### src/rtl/enet_gmii_tx_framer_pkg.sv
// Shared Ethernet constants and the transmit framer state type.
// The CRC constants are also used by the receive-side checker.
package enet_pkg;

  localparam logic [7:0]  ENET_PREAMBLE_BYTE = 8'h55;
  localparam logic [7:0]  ENET_SFD_BYTE      = 8'hD5;
  localparam logic [31:0] ENET_CRC_POLY      = 32'hEDB88320;
  localparam logic [31:0] ENET_CRC_INIT      = 32'hFFFFFFFF;

  typedef enum logic [2:0] {
    ST_IDLE,
    ST_PRE,
    ST_SFD,
    ST_DATA,
    ST_PAD,
    ST_FCS,
    ST_DRAIN,
    ST_IFG
  } txState_t;

endpackage

### src/rtl/enet_gmii_tx_framer_if.sv
// Byte-stream handshake (valid/ready/last/user) feeding the GMII transmit framer.
interface enet_gmii_tx_framer_if;

  logic [7:0] s_tdata;
  logic       s_tvalid;
  logic       s_tready;
  logic       s_tlast;
  logic       s_tuser;

  modport master (output s_tdata, s_tvalid, s_tlast, s_tuser, input s_tready);
  modport slave  (input s_tdata, s_tvalid, s_tlast, s_tuser, output s_tready);

endinterface

### src/rtl/enet_crc32_d8.sv
// Combinational IEEE 802.3 CRC-32 step over one byte (reflected form).
// Shared by the transmit framer and the receive checker.
module enet_crc32_d8
  import enet_pkg::*;
(
  input  logic [31:0] crc_in,
  input  logic [7:0]  data_in,
  output logic [31:0] crc_out
);

  logic [31:0] w_crc;

  always_comb begin
    w_crc = crc_in ^ {24'h000000, data_in};
    for (int i = 0; i < 8; i++) begin
      w_crc = w_crc[0] ? ((w_crc >> 1) ^ ENET_CRC_POLY) : (w_crc >> 1);
    end
    crc_out = w_crc;
  end

endmodule

### src/rtl/enet_gmii_tx_framer.sv
// GMII transmit framer: preamble, SFD, payload, zero pad, FCS, inter-frame gap.
// Underrun and abort are flagged on gmii_tx_er; every GMII output is registered.
module enet_gmii_tx_framer
  import enet_pkg::*;
#(
  parameter int PREAMBLE_BYTES = 7,
  parameter int MIN_FRAME_LEN  = 60,
  parameter int IFG_BYTES      = 12
) (
  input  logic                 clk,
  input  logic                 rst,
  enet_gmii_tx_framer_if.slave s_if,
  output logic                 gmii_tx_en,
  output logic                 gmii_tx_er,
  output logic [7:0]           gmii_txd,
  output logic                 tx_busy,
  output logic                 stat_frame_done,
  output logic                 stat_error
);

  localparam logic [7:0]  LP_PRE_LAST = 8'(PREAMBLE_BYTES);
  localparam logic [7:0]  LP_IFG_LAST = 8'(IFG_BYTES - 1);
  localparam logic [15:0] LP_MIN_LEN  = 16'(MIN_FRAME_LEN);

  txState_t    r_state;
  logic [7:0]  r_cnt;
  logic [15:0] r_byteCount;
  logic [31:0] r_crc;
  logic        r_txEn;
  logic        r_txEr;
  logic [7:0]  r_txd;
  logic        r_statDone;
  logic        r_statErr;

  logic [7:0]  w_crcByte;
  logic [31:0] w_crcNext;
  logic [31:0] w_fcs;
  logic [15:0] w_countNext;

  // Pad bytes are zeros that still count toward the FCS.
  assign w_crcByte   = (r_state == ST_PAD) ? 8'h00 : s_if.s_tdata;
  assign w_fcs       = ~r_crc;
  assign w_countNext = (r_byteCount == 16'hFFFF) ? r_byteCount : r_byteCount + 16'd1;

  enet_crc32_d8 u_crc (
    .crc_in  (r_crc),
    .data_in (w_crcByte),
    .crc_out (w_crcNext)
  );

  assign s_if.s_tready   = (r_state == ST_SFD) || (r_state == ST_DATA) || (r_state == ST_DRAIN);
  assign tx_busy         = (r_state != ST_IDLE);
  assign gmii_tx_en      = r_txEn;
  assign gmii_tx_er      = r_txEr;
  assign gmii_txd        = r_txd;
  assign stat_frame_done = r_statDone;
  assign stat_error      = r_statErr;

  always_ff @(posedge clk or posedge rst) begin
    if (rst) begin
      r_state     <= ST_IDLE;
      r_cnt       <= 8'd0;
      r_byteCount <= 16'd0;
      r_crc       <= ENET_CRC_INIT;
      r_txEn      <= 1'b0;
      r_txEr      <= 1'b0;
      r_txd       <= 8'h00;
      r_statDone  <= 1'b0;
      r_statErr   <= 1'b0;
    end else begin
      r_txEr     <= 1'b0;
      r_statDone <= 1'b0;
      r_statErr  <= 1'b0;
      case (r_state)
        ST_IDLE: begin
          r_txEn <= 1'b0;
          r_txd  <= 8'h00;
          if (s_if.s_tvalid) begin
            r_state     <= ST_PRE;
            r_txEn      <= 1'b1;
            r_txd       <= ENET_PREAMBLE_BYTE;
            r_cnt       <= 8'd1;
            r_crc       <= ENET_CRC_INIT;
            r_byteCount <= 16'd0;
          end
        end
        ST_PRE: begin
          r_txEn <= 1'b1;
          if (r_cnt == LP_PRE_LAST) begin
            r_txd   <= ENET_SFD_BYTE;
            r_state <= ST_SFD;
          end else begin
            r_txd <= ENET_PREAMBLE_BYTE;
            r_cnt <= r_cnt + 8'd1;
          end
        end
        // The SFD cycle already accepts the first payload byte.
        ST_SFD, ST_DATA: begin
          r_txEn <= 1'b1;
          r_cnt  <= 8'd0;
          if (s_if.s_tvalid) begin
            r_txd       <= s_if.s_tdata;
            r_crc       <= w_crcNext;
            r_byteCount <= w_countNext;
            if (s_if.s_tuser) begin
              r_txEr    <= 1'b1;
              r_statErr <= 1'b1;
              r_state   <= s_if.s_tlast ? ST_IFG : ST_DRAIN;
            end else if (s_if.s_tlast) begin
              r_state <= (w_countNext < LP_MIN_LEN) ? ST_PAD : ST_FCS;
            end else begin
              r_state <= ST_DATA;
            end
          end else begin
            r_txEr    <= 1'b1;
            r_txd     <= 8'h00;
            r_statErr <= 1'b1;
            r_state   <= ST_DRAIN;
          end
        end
        ST_PAD: begin
          r_txEn      <= 1'b1;
          r_txd       <= 8'h00;
          r_crc       <= w_crcNext;
          r_byteCount <= w_countNext;
          if (w_countNext >= LP_MIN_LEN) begin
            r_state <= ST_FCS;
            r_cnt   <= 8'd0;
          end
        end
        ST_FCS: begin
          r_txEn <= 1'b1;
          r_txd  <= w_fcs[{r_cnt[1:0], 3'b000} +: 8];
          if (r_cnt == 8'd3) begin
            r_state <= ST_IFG;
            r_cnt   <= 8'd0;
          end else begin
            r_cnt <= r_cnt + 8'd1;
          end
        end
        ST_DRAIN: begin
          r_txEn <= 1'b0;
          r_txd  <= 8'h00;
          if (s_if.s_tvalid && s_if.s_tlast) begin
            r_state <= ST_IFG;
            r_cnt   <= 8'd0;
          end
        end
        // Only a good frame leaves tx_en high without tx_er on entry here.
        ST_IFG: begin
          r_txEn     <= 1'b0;
          r_txd      <= 8'h00;
          r_statDone <= (r_cnt == 8'd0) && r_txEn && !r_txEr;
          if (r_cnt == LP_IFG_LAST) begin
            r_state <= ST_IDLE;
          end else begin
            r_cnt <= r_cnt + 8'd1;
          end
        end
        default: r_state <= ST_IDLE;
      endcase
    end
  end

endmodule

### src/flat_wrapper.sv
// flat-port wrapper written by rule: the top's interface ports become plain ports
module enet_gmii_tx_framer_flat import enet_pkg::*;
#(
  parameter int PREAMBLE_BYTES = 7,
  parameter int MIN_FRAME_LEN  = 60,
  parameter int IFG_BYTES      = 12
)
  (clk, rst, gmii_tx_en, gmii_tx_er, gmii_txd, tx_busy, stat_frame_done, stat_error, s_if_s_tdata, s_if_s_tvalid, s_if_s_tlast, s_if_s_tuser, s_if_s_tready);
  enet_gmii_tx_framer_if s_if_i ();
  input  logic clk;
  input  logic rst;
  output logic gmii_tx_en;
  output logic gmii_tx_er;
  output logic [7:0] gmii_txd;
  output logic tx_busy;
  output logic stat_frame_done;
  output logic stat_error;
  input wire logic [$bits(s_if_i.s_tdata)-1:0] s_if_s_tdata;
  input wire logic [$bits(s_if_i.s_tvalid)-1:0] s_if_s_tvalid;
  input wire logic [$bits(s_if_i.s_tlast)-1:0] s_if_s_tlast;
  input wire logic [$bits(s_if_i.s_tuser)-1:0] s_if_s_tuser;
  output wire logic [$bits(s_if_i.s_tready)-1:0] s_if_s_tready;
  assign s_if_i.s_tdata = s_if_s_tdata;
  assign s_if_i.s_tvalid = s_if_s_tvalid;
  assign s_if_i.s_tlast = s_if_s_tlast;
  assign s_if_i.s_tuser = s_if_s_tuser;
  assign s_if_s_tready = s_if_i.s_tready;
  enet_gmii_tx_framer #(.PREAMBLE_BYTES(PREAMBLE_BYTES), .MIN_FRAME_LEN(MIN_FRAME_LEN), .IFG_BYTES(IFG_BYTES)) u_core (.clk(clk), .rst(rst), .s_if(s_if_i), .gmii_tx_en(gmii_tx_en), .gmii_tx_er(gmii_tx_er), .gmii_txd(gmii_txd), .tx_busy(tx_busy), .stat_frame_done(stat_frame_done), .stat_error(stat_error));
endmodule
### config.mk
export PLATFORM = sky130hd
export DESIGN_NAME = enet_gmii_tx_framer_flat
export DESIGN_NICKNAME = d
export VERILOG_FILES = /design/src/rtl/enet_gmii_tx_framer_pkg.sv /design/src/rtl/enet_gmii_tx_framer_if.sv /design/src/rtl/enet_crc32_d8.sv /design/src/rtl/enet_gmii_tx_framer.sv /design/src/flat_wrapper.sv
export SDC_FILE = /design/constraint.sdc
export NUM_CORES = 1
export LEC_CHECK = 0
export CAP_MARGIN = 20
export CELL_PAD_IN_SITES_DETAIL_PLACEMENT = 1
export CELL_PAD_IN_SITES_GLOBAL_PLACEMENT = 1
export CORE_MARGIN = 8
export CORE_UTILIZATION = 47
export DETAILED_ROUTE_END_ITERATION = 10
export PLACE_DENSITY_LB_ADDON = 0.25
export REMOVE_ABC_BUFFERS = 1
export SETUP_SLACK_MARGIN = 0.15
export SLEW_MARGIN = 20
export SYNTH_ARGS = -nofsm -noshare
export SYNTH_HDL_FRONTEND = slang
export SYNTH_SLANG_ARGS = --single-unit
### constraint.sdc
create_clock -name clk -period 2.75 [get_ports clk]
set_clock_uncertainty 0.05 [all_clocks]
set_input_delay 0.55 -clock clk [delete_from_list [all_inputs] [get_ports clk]]
set_output_delay 0.55 -clock clk [all_outputs]
set_load 0.01 [all_outputs]
[Word level (Yosys, flattened, before mapping)]
Cells that the tools add are included.
Storage, ports and cells
  input port bits: 13
  word-level logic and storage cells: 105
  output and inout port bits: 14
  register bits: 70
Operators by class
  add/sub/neg operators: 2
  equal/unequal tests: 20
  shifts and indexed selects: 1
  order comparisons: 2
  muxes and demuxes: 45
  bitwise operators: 10
  reduce and logical (&&, ||, !) cells: 17
Operators by type and width (count)
  $mux 32: 10
  $not 13->14: 8
  $pmux 32 s3: 1
  $mux 8: 9
  $pmux 8 s7: 1
  $mux 16: 3
  $pmux 16 s3: 1
  $pmux 8 s5: 1
  $not 32->32: 1
  $shiftx 32x6->8: 1
  $xor 32x8->32: 1
  $mux 3: 9
  $pmux 3 s7: 1
  $add 16x1->16 const B: 1
  $eq 16x16->1 const B: 1
  $ge 16x6->1 const B: 1
  $lt 16x6->1 const B: 1
  $eq 3x3->1 const B: 4
  $ne 2x2->1 const B: 6
  $add 8x1->8 const B: 1
  $eq 8x2->1 const B: 1
  $eq 8x3->1 const B: 1
  $eq 8x4->1 const B: 1
  $logic_not 8->1: 1
  17 further kinds: 31

[Logic depth before layout (Yosys ltp)]
  depth after elaboration: 21
  gate-level depth with buffers: 9
  depth with buffers taken out: 8

[Hierarchy]
Synthesis repeated with hierarchy kept, for this count alone.
Second synthesis, totals
  cells, all modules: 520
  area total of the unflattened synthesis: 5074.9 um2
By module, submodules not included
  enet_gmii_tx_framer: cells an instance 457, area each 4122.7 um2, seq. area each 1791.7 um2, instances 1
  enet_crc32_d8: cells an instance 63, area each 952.2 um2, seq. area each 0.0 um2, instances 1

[Worst setup path before layout]
OpenSTA, ideal clock, no wires.
  kind: register to register
  start: reg u_core.r_byteCount[0]
  end: reg u_core.r_cnt[0]
  arrival time: 2.292 ns
  period minus slack after synthesis: 2.467 ns
  cell stages (with the launch flop): 10
  data required time: 2.575 ns
  buffers on the path: 1
  setup time: 0.125 ns
  slack: 0.283 ns
  cell sequence: dfrtp_1 -> ha_1 -> nand3_2 -> nor4_4 -> nor3_2 -> and3_1 -> o211ai_1 -> o21ba_1 -> buf_2 -> mux2_4
On the way
  longest elaborated chain between the ends: 5
  elaborated cells between the ends (all ways): 6
  classes of those cells: 1 x add/sub; 1 x order compare; 2 x eq/ne; 1 x mux; 1 x reduce/logical
Ends and longest elaborated chain
  start: declaration: RTL line enet_gmii_tx_framer.sv:27  | logic [15:0] r_byteCount;
  start signal: assignment: RTL line enet_gmii_tx_framer.sv:104  | r_byteCount <= w_countNext;
  start signal: assignment: RTL line enet_gmii_tx_framer.sv:125  | r_byteCount <= w_countNext;
  $add 16x1->16 / $eq 16x16->1 (equally long branches): RTL line enet_gmii_tx_framer.sv:43  | assign w_countNext = (r_byteCount == 16'hFFFF) ? r_byteCount : r_byteCount + 16'd1;
  $mux 16 *: RTL line enet_gmii_tx_framer.sv:43
  $ge 16x6->1 *: RTL line enet_gmii_tx_framer.sv:126  | if (w_countNext >= LP_MIN_LEN) begin
  $ne 2x2->1 (no source line) *
  $reduce_and 5->1 (no source line) *
  end signal: assignment: RTL line enet_gmii_tx_framer.sv:94  | r_cnt <= r_cnt + 8'd1;
  end signal: assignment: RTL line enet_gmii_tx_framer.sv:138  | r_cnt <= r_cnt + 8'd1;
  end signal: assignment: RTL line enet_gmii_tx_framer.sv:157  | r_cnt <= r_cnt + 8'd1;
  end: declaration: RTL line enet_gmii_tx_framer.sv:26  | logic [7:0] r_cnt;
Mark *: on every way between the ends. The rest lies on a longest branch, timed or not.
A chain may end at the register's enable or synchronous reset.

[Worst setup path in the final report]
  start: reg u_core.r_state[0]
  end: reg u_core.r_crc[24]
On the way
  longest elaborated chain between the ends: 18
  elaborated cells between the ends (all ways): 26
  classes of those cells: 5 x eq/ne; 11 x mux; 6 x bitwise; 4 x reduce/logical
Ends and longest elaborated chain
  start: declaration: RTL line enet_gmii_tx_framer.sv:25  | txState_t r_state;
  start signal: assignment: RTL line enet_gmii_tx_framer.sv:108  | r_state <= s_if.s_tlast ? ST_IFG : ST_DRAIN;
  start signal: assignment: RTL line enet_gmii_tx_framer.sv:110  | r_state <= (w_countNext < LP_MIN_LEN) ? ST_PAD : ST_FCS;
  $eq 3x3->1: RTL line enet_gmii_tx_framer.sv:41, enet_gmii_tx_framer.sv:74
  $mux 8: RTL line enet_gmii_tx_framer.sv:41  | assign w_crcByte = (r_state == ST_PAD) ? 8'h00 : s_if.s_tdata;
  $xor 32x8->32: RTL line enet_crc32_d8.sv:14  | w_crc = crc_in ^ {24'h000000, data_in};
  $mux 32: RTL line enet_crc32_d8.sv:16  | w_crc = w_crc[0] ? ((w_crc >> 1) ^ ENET_CRC_POLY) : (w_crc >> 1);
  $not 13->14 (no source line)
  $mux 32: RTL line enet_crc32_d8.sv:16
  $not 13->14 (no source line)
  $mux 32 (2 in series): RTL line enet_crc32_d8.sv:16
  $not 13->14 (no source line)
  $mux 32: RTL line enet_crc32_d8.sv:16
  $not 13->14 (no source line)
  $mux 32 (2 in series): RTL line enet_crc32_d8.sv:16
  $not 13->14 (no source line)
  $mux 32: RTL line enet_crc32_d8.sv:16
  $mux 32: RTL line enet_gmii_tx_framer.sv:101  | if (s_if.s_tvalid) begin
  $pmux 32 s3: RTL line enet_gmii_tx_framer.sv:74  | case (r_state)
  end signal: assignment: RTL line enet_gmii_tx_framer.sv:103  | r_crc <= w_crcNext;
  end signal: assignment: RTL line enet_gmii_tx_framer.sv:124  | r_crc <= w_crcNext;
  end: declaration: RTL line enet_gmii_tx_framer.sv:28  | logic [31:0] r_crc;
Parallel ways exist; a longest one is shown, timed or not. The select of a mux whose other input is x is not followed.

==> results summary <==
In the final routed layout, each cell accounts on average for approximately 20 um. The count of fill cells added during filler insertion came out at approximately 1100. The floorplan has 36 rows. Summed over all failing endpoints, the final setup total negative slack is 0 ps. At the pin with the least slew margin, the transition time is 514.4 ps. The via count of the first global-routing pass is a little over 4000. By count the netlist is led by sky130_fd_sc_hd__a21oi_1, sky130_fd_sc_hd__nor2_1, sky130_fd_sc_hd__nand2_1. The detailed-router iteration count before antenna repair is 4.

The initial antenna violation count is 0. The deepest level of the CTS H-tree is 3. TritonCTS built the clock tree. The antenna diode count is 0. The die boundary height is 116.2 um. In this run the worst path has a maximum fanout of 9. The clock reaches the later pin of the worst-skew pair after roughly 370 ps. The number of failing setup endpoints in the final timing report is 0.

The synthesis-to-finish area growth came out at 17.34%. The total congestion overflow after global routing is 0. The count of unresolved DRC violations after routing came out at 0. The floorplan step defined a die boundary enclosing between 0.01 and 0.015 mm^2. The final count of pins violating max slew is 0. The count of yosys warnings during synthesis is 0. The post-cts hold buffer count came out at 0. In this run the register-to-register setup slack is roughly 230 ps. The number of flip-flops and latches in the synthesized netlist is 70. The fraction of final layout cells sized beyond drive strength 1 came out at 24.54%.

Based on the critical path, the design can be clocked at up to between 300 and 400 MHz. In the post-synthesis netlist, the cell with the most instances is sky130_fd_sc_hd__a21oi_1. The number of DRC violations after detailed-routing iteration 0 came out at roughly 200. The aggregate global-route resource usage came out at a little over a fifth. The maximum count of clock buffers along a single path is 2. The number of enable-type register cells in the synthesized netlist came out at 0. In the post-synthesis netlist, the biggest area contributors are sky130_fd_sc_hd__dfrtp_1, sky130_fd_sc_hd__dfstp_2, sky130_fd_sc_hd__xnor2_1, sky130_fd_sc_hd__a21oi_1, sky130_fd_sc_hd__xor2_1.

The share of the clock period used by the worst path came out at 91.71%. The cell count after synthesis is 501. The net count of the finished layout came out at around 550. The die width is 116.2 um.

The routability-driven placement congestion ratio came out at between 0.8 and 0.9. The leading area contributor after synthesis is sky130_fd_sc_hd__dfrtp_1. The share of async-settable or async-resettable flops after synthesis came out at between 90% and 100%. The region available for standard cell placement spans between 0.009 and 0.01 mm^2. The flow ran to the end, and the final reports show no timing, DRC or antenna violations. The sequential fraction of the synthesis area came out at approximately 38%.

The instance count along the most critical hold path is 2. The critical register-to-register path endpoint is u_core.r_crc[24]. The final layout contains routed wiring with a total length of about 14 mm.

During placement, the flow inserted port buffers numbering 26. The clock-pin slew on the worst setup and hold paths is approximately 80 ps. After synthesis, the netlist uses 58 different library cells. The startpoint identified for the worst hold timing path is u_core.r_crc[8]. The first global-routing pass estimated 22.36 mm of wire. Detailed placement ended at an HPWL of 9.645 mm. Data arrives at the worst endpoint at 2770 ps. The path with the worst hold slack has its endpoint at u_core.r_crc[8].

The worst register-to-register path begins at u_core.r_state[0]. Setup repair after global routing could not meet its margin everywhere. The number of clock sinks seen by CTS is 70. The worst setup path is captured at a flip-flop.

The most used flip-flop cell after synthesis is sky130_fd_sc_hd__dfrtp_1. The startpoint type of the worst setup path is a flip-flop. The relative slew slack came out at about two thirds. The residual antenna-violating net count after detailed routing came out at 0.

The number of I/O pins came out at 27. The total CTS buffers is 9. The area of the mapped netlist is between 0.004 and 0.005 mm^2. The largest net degree at the start of global routing came out at between 40 and 50. The root buffer selected by CTS is sky130_fd_sc_hd__clkbuf_8. The classification of the worst-slack hold path is reg2reg.

The smallest clock period supported by the final layout is computed as between 2000 and 3000 ps. After synthesis, the mean cell area works out to about 9.4 um^2. The worst reg2reg path depth came out at 7. The final route contains between 3000 and 4000 vias.

The total count of hold-check failures in the final report came out at 0. The synthesized design devotes to its leading area cell type between 20% and 30% of total area. The max capacitance violation total is 0.

The worst setup path is of the reg2reg kind. Using the TritonRoute via totals, the vias-per-cell ratio works out to ~5.8. STA puts the critical path data required time at about 3000 ps.

The starting density of the core is around 48%.
==> through the flow <==
stage | util [%] | cell area, um^2 | setup WS (ps) | cells | hold WS (ps)
after floorplan | - | 4578 | 195.2 | 468 | 443.1
after global placement | 53.20 | 5200 | 250.6 | 648 | 454.9
after detailed placement | 53.20 | 5200 | 158.7 | 648 | 459.7
after CTS | 55.48 | 5423 | 162.3 | 665 | 479.9
after global routing | 56.66 | 5538 | 132.6 | 671 | 500.7
final | 56.66 | 5538 | 228.1 | 671 | 475.2
==> kinds of logic (layout without fill, tap and decap cells) <==
kind of cell               after synthesis  after routing  synth area share (%)
AOI/OAI and AO/OA                      123            123                 14.74
xor gates and xnor gates                77             77                 18.98
adders and majority gates                4              4                 1.008
buffers and inverters                   46             83                 4.030
DFF                                     70             70                 37.96
muxes                                   15             15                 5.408
and+or+nand+nor                        166            166                 17.87
==> worst max-delay path, cell delays in order, from the launching register on <==
cell and delay (ps):
sky130_fd_sc_hd__dfrtp_1 390, sky130_fd_sc_hd__or3b_2 680, sky130_fd_sc_hd__nand2_1 240, sky130_fd_sc_hd__xor2_4 330
sky130_fd_sc_hd__xnor2_2 260, sky130_fd_sc_hd__xnor2_1 180, sky130_fd_sc_hd__xnor2_1 160, sky130_fd_sc_hd__a21oi_1 170
==> repair_timing <==
item	4_1_cts	5_1_grt
endpoints found under the hold margin	0	0
buffers inserted	1	6
cloned	0	0
endpoints found under the setup margin	3	23
resized for setup	3	14
pin swaps	1	3
==> final cells by class <==
cell class	count	area, um^2	share of cell area, %
multi-input cells	385	2778	50.16
flip-flops and latches	70	1802	32.54
repair buffers	54	531.8	9.602
clock buffers	12	187.7	3.389
well taps	133	166.4	3.005
inverters	13	48.80	0.8812
clock inverters	4	23.77	0.4293
==> sequential cells by signal, summed over array words and instances, names as in the netlist <==
signal,flops
u_core.gmii_tx_en,1
u_core.gmii_tx_er,1
u_core.gmii_txd,8
u_core.r_byteCount,16
u_core.r_cnt,8
u_core.r_crc,32
u_core.r_state,3
u_core.stat_frame_done,1
==> routing by layer <==
metal  GRT usage (%)  routed length (um)  vias to the layer above
met5               0                   0                        -
met4           8.211                 255                        0
met3           3.361                 442                       21
met2           34.91                6683                       65
met1           27.96                6307                     2027
li1                -                   -                     1797
==> worst max-delay path by stage <==
stage,start,to,slack [ps],depth (start not counted)
6_report,u_core.r_state[0],u_core.r_crc[24],230,7
5_1_grt,u_core.r_byteCount[0],u_core.r_cnt[1],130,9
4_1_cts,u_core.r_state[0],u_core.r_crc[19],160,7
3_5_place_dp,u_core.r_byteCount[0],u_core.r_cnt[1],160,9
3_3_place_gp,u_core.r_state[0],u_core.r_crc[23],250,7
2_1_floorplan,s_if_s_tvalid,u_core.r_byteCount[14],200,5
==> cell usage in the layout (no fill, tap or decap), drive strengths merged, types with 3 or more instances in the layout <==
master | synthesis | final
ha | 3 | 3
o22ai | 5 | 5
nor3 | 11 | 11
o21ai | 36 | 36
mux4 | 8 | 8
clkbuf | 22 | 12
nand2 | 49 | 49
xor2 | 33 | 33
or2 | 3 | 3
clkdlybuf4s50 | 0 | 25
buf | 11 | 28
nor2 | 50 | 50
inv | 13 | 14
nand2b | 5 | 5
a21oi | 57 | 57
a22o | 4 | 4
a31oi | 6 | 6
nand4 | 9 | 9
dfrtp | 38 | 38
nor2b | 4 | 4
nand3 | 12 | 12
dfstp | 32 | 32
nor4 | 5 | 5
mux2i | 6 | 6
and3 | 9 | 9
xnor2 | 44 | 44
Power is left out: the tool's default activity adds up to more than one toggle a clock period on the data nets, which glitch-free logic cannot reach.
==> variant (same settings) <==
Re-encode `txState_t` (8 states) as one-hot, 8 bits wide.
--- a/src/rtl/enet_gmii_tx_framer_pkg.sv
+++ b/src/rtl/enet_gmii_tx_framer_pkg.sv
@@ -7,15 +7,15 @@
   localparam logic [31:0] ENET_CRC_POLY      = 32'hEDB88320;
   localparam logic [31:0] ENET_CRC_INIT      = 32'hFFFFFFFF;
 
-  typedef enum logic [2:0] {
-    ST_IDLE,
-    ST_PRE,
-    ST_SFD,
-    ST_DATA,
-    ST_PAD,
-    ST_FCS,
-    ST_DRAIN,
-    ST_IFG
+  typedef enum logic [7:0] {
+    ST_IDLE  = 8'b00000001,
+    ST_PRE   = 8'b00000010,
+    ST_SFD   = 8'b00000100,
+    ST_DATA  = 8'b00001000,
+    ST_PAD   = 8'b00010000,
+    ST_FCS   = 8'b00100000,
+    ST_DRAIN = 8'b01000000,
+    ST_IFG   = 8'b10000000
   } txState_t;
 
 endpackage
Check against the original RTL: same outputs for any inputs over 10 cycles, from zero or initial values and one cycle with rst high; not proved beyond that.
==> variant against the unedited design <==
  * Worst setup slack got worse by 0.11 ns
  * Area after synthesis rose by 8.1%
  * Critical endpoint is now u_core.r_cnt[2]
  * Final area increased by 10%
  * Critical path type unchanged
  * Core utilization up 0.29 points
  * Cell count grew 8.3%
  * Sequential cell count rose by 5
  * Routed wire length is 17% higher
==> variant: results (changes against the unedited design) <==
- Status: completed (unchanged)
- 1st-iter DRT viols: 286 (was 195)
- Main area contributors after synthesis: dfrtp_1, dfstp_2, xnor2_1, xor2_1, a21oi_1 (was dfrtp_1, dfstp_2, xnor2_1, a21oi_1, xor2_1)
- Final HPWL from detailed placement: 10900 microns (was 9645 microns)
- Final weighted congestion in routability-driven placement: 0.9077 (was 0.8319)
- Root Buffer: clkbuf_8 (unchanged)
- Yosys reg bits: 75 (was 70)
- Vias per cell: 5.992 (was 5.827)
- Initial antenna violation count: 1 (was 0)
- Depth of the CTS H-tree: 3 (unchanged)
- CTS Buffer Depth: 2 (unchanged)
- First-pass GRT wire length: 24700 microns (was 22360 microns)
- Drt pass-1 iters: 4 (unchanged)
- Synth cell count leaders: nor2_1, xnor2_1, a21oi_1 (was a21oi_1, nor2_1, nand2_1)
- Sequential-to-total area share from yosys stat: 37.59% (was 37.96%)
- Top_reg_cell synth: dfrtp_1 (unchanged)
- Leakage: roughly 0.0024 uW
- Vias in the first global route: 4539 (was 4137)
- Netlist cell types: 68 (was 58)
- Regs by FF count: u_core.r_crc (32), u_core.r_byteCount (16) (unchanged)
- Cts bufs inserted: 9 (unchanged)
- Worst Hold Class: flop to flop (unchanged)
- Pin count of the biggest net entering global routing: 76 (was 45)
- Final setup fails: 0 (unchanged)
- Overall routing resource usage: 21.55% (was 21.42%)
- Max VDD drop: around 0.82 mV
- # fillers: 1199 (was 1133)
- I/O Buffers: 26 (unchanged)
- Ys async rst share: 100.0% (unchanged)
- Routed WL: 16060 microns (was 13690 microns)
- Antenna diode count: 0 (unchanged)
- Arr. time, crit path: 2.83 ns (was 2.77 ns)
- Worst-skew pair later-pin latency: approximately 0.36 ns
- CP max FO: 7 (was 9)
- Final #Nets: 598 (was 549)
- Clock-pin slew on the worst setup and hold paths: 0.08 ns (about the same)
- Number of max-cap violations: 0 (unchanged)
- Share of layout cells above drive strength 1: 25.04% (was 24.54%)
- Pint: 4189 uW
- Slew @ Worst Pin: 0.5202 ns (was 0.5144 ns)
- Synth Warn #: 0 (unchanged)
variant: final cells by class:
type | count | area share (%)
clock buffers | 12 | 2.382
clock inverters | 4 | 0.8215
inverters | 7 | 0.4313
multi-input cells | 418 | 51.59
flip-flops and latches | 75 | 31.57
well taps | 140 | 2.875
repair buffers | 71 | 10.33
variant: cell families after synthesis:
family	count (synthesis)	share of synthesized area [%]
compound gates	130	16.50
xor+xnor	96	18.69
fa+ha+maj	4	0.9319
buf+inv	41	3.703
flops	75	37.59
mux	11	4.218
simple gates	177	18.37
variant: repair_timing:
| item | in CTS | in global routing |
|---|---|---|
| pin swaps | 4 | 8 |
| setup buffers | 4 | 7 |
| hold buffers | 0 | 0 |
| resized for setup | 6 | 22 |
| setup endpoints to repair | 13 | 29 |
variant: worst max-delay path: stages (launching register included):
cell	delay (ns)
dfrtp_2	0.48
or4_4	0.68
nor2_4	0.18
o21ai_1	0.08
and3_1	0.20
nand3b_4	0.17
a41o_4	0.26
buf_6	0.13
o31a_1	0.28
variant: worst paths after layout:
check / start / to / depth (start not counted) / slack (ns)
setup / recovery: u_core.r_state[3] / u_core.r_cnt[2] / 8 / 0.12
max in group asynchronous: rst / u_core.r_byteCount[0] / 3 / 1.74
hold / removal: u_core.r_crc[23] / u_core.r_crc[23] / 2 / 0.47
setup reg to reg: u_core.r_state[3] / u_core.r_cnt[2] / 8 / 0.12
hold reg to reg: u_core.r_crc[23] / u_core.r_crc[23] / 2 / 0.47
min in group asynchronous: rst / u_core.gmii_txd[2] / 3 / 0.53
variant: through the flow:
step                      util (%)  cell area [sq um]  hold slack, ns  setup slack (ns)  cells
after floorplan                  -               4940          0.4431            -1.572    500
after global placement       53.03               5673          0.4478            0.1900    700
after detailed placement     53.03               5673          0.4571           0.04836    700
after CTS                    55.36               5922          0.4748            0.1447    720
after global routing         56.95               6092          0.4923           0.01644    727
final                        56.95               6092          0.4728            0.1200    727
variant: power groups by stage:
| stage | Clock (uW) | Combinational [uW] | Sequential (uW) |
|---|---|---|---|
| after floorplan | 0 | 2890 | 1970 |
| after global placement | 0 | 3930 | 2010 |
| after detailed placement | 0 | 4030 | 2040 |
| after CTS | 898 | 4170 | 2030 |
| after global routing | 940 | 4790 | 2090 |
| final | 885 | 4450 | 2050 |
variant: per-layer routing:
layer | vias to the layer above | GRT usage, % | part of all wire, %
met1 | 2209 | 26.69 | 43
li1 | 2003 | - | -
met5 | - | 0 | 0.056
met4 | 2 | 8.977 | 2.8
met2 | 107 | 35.94 | 50
met3 | 35 | 4.522 | 4.4
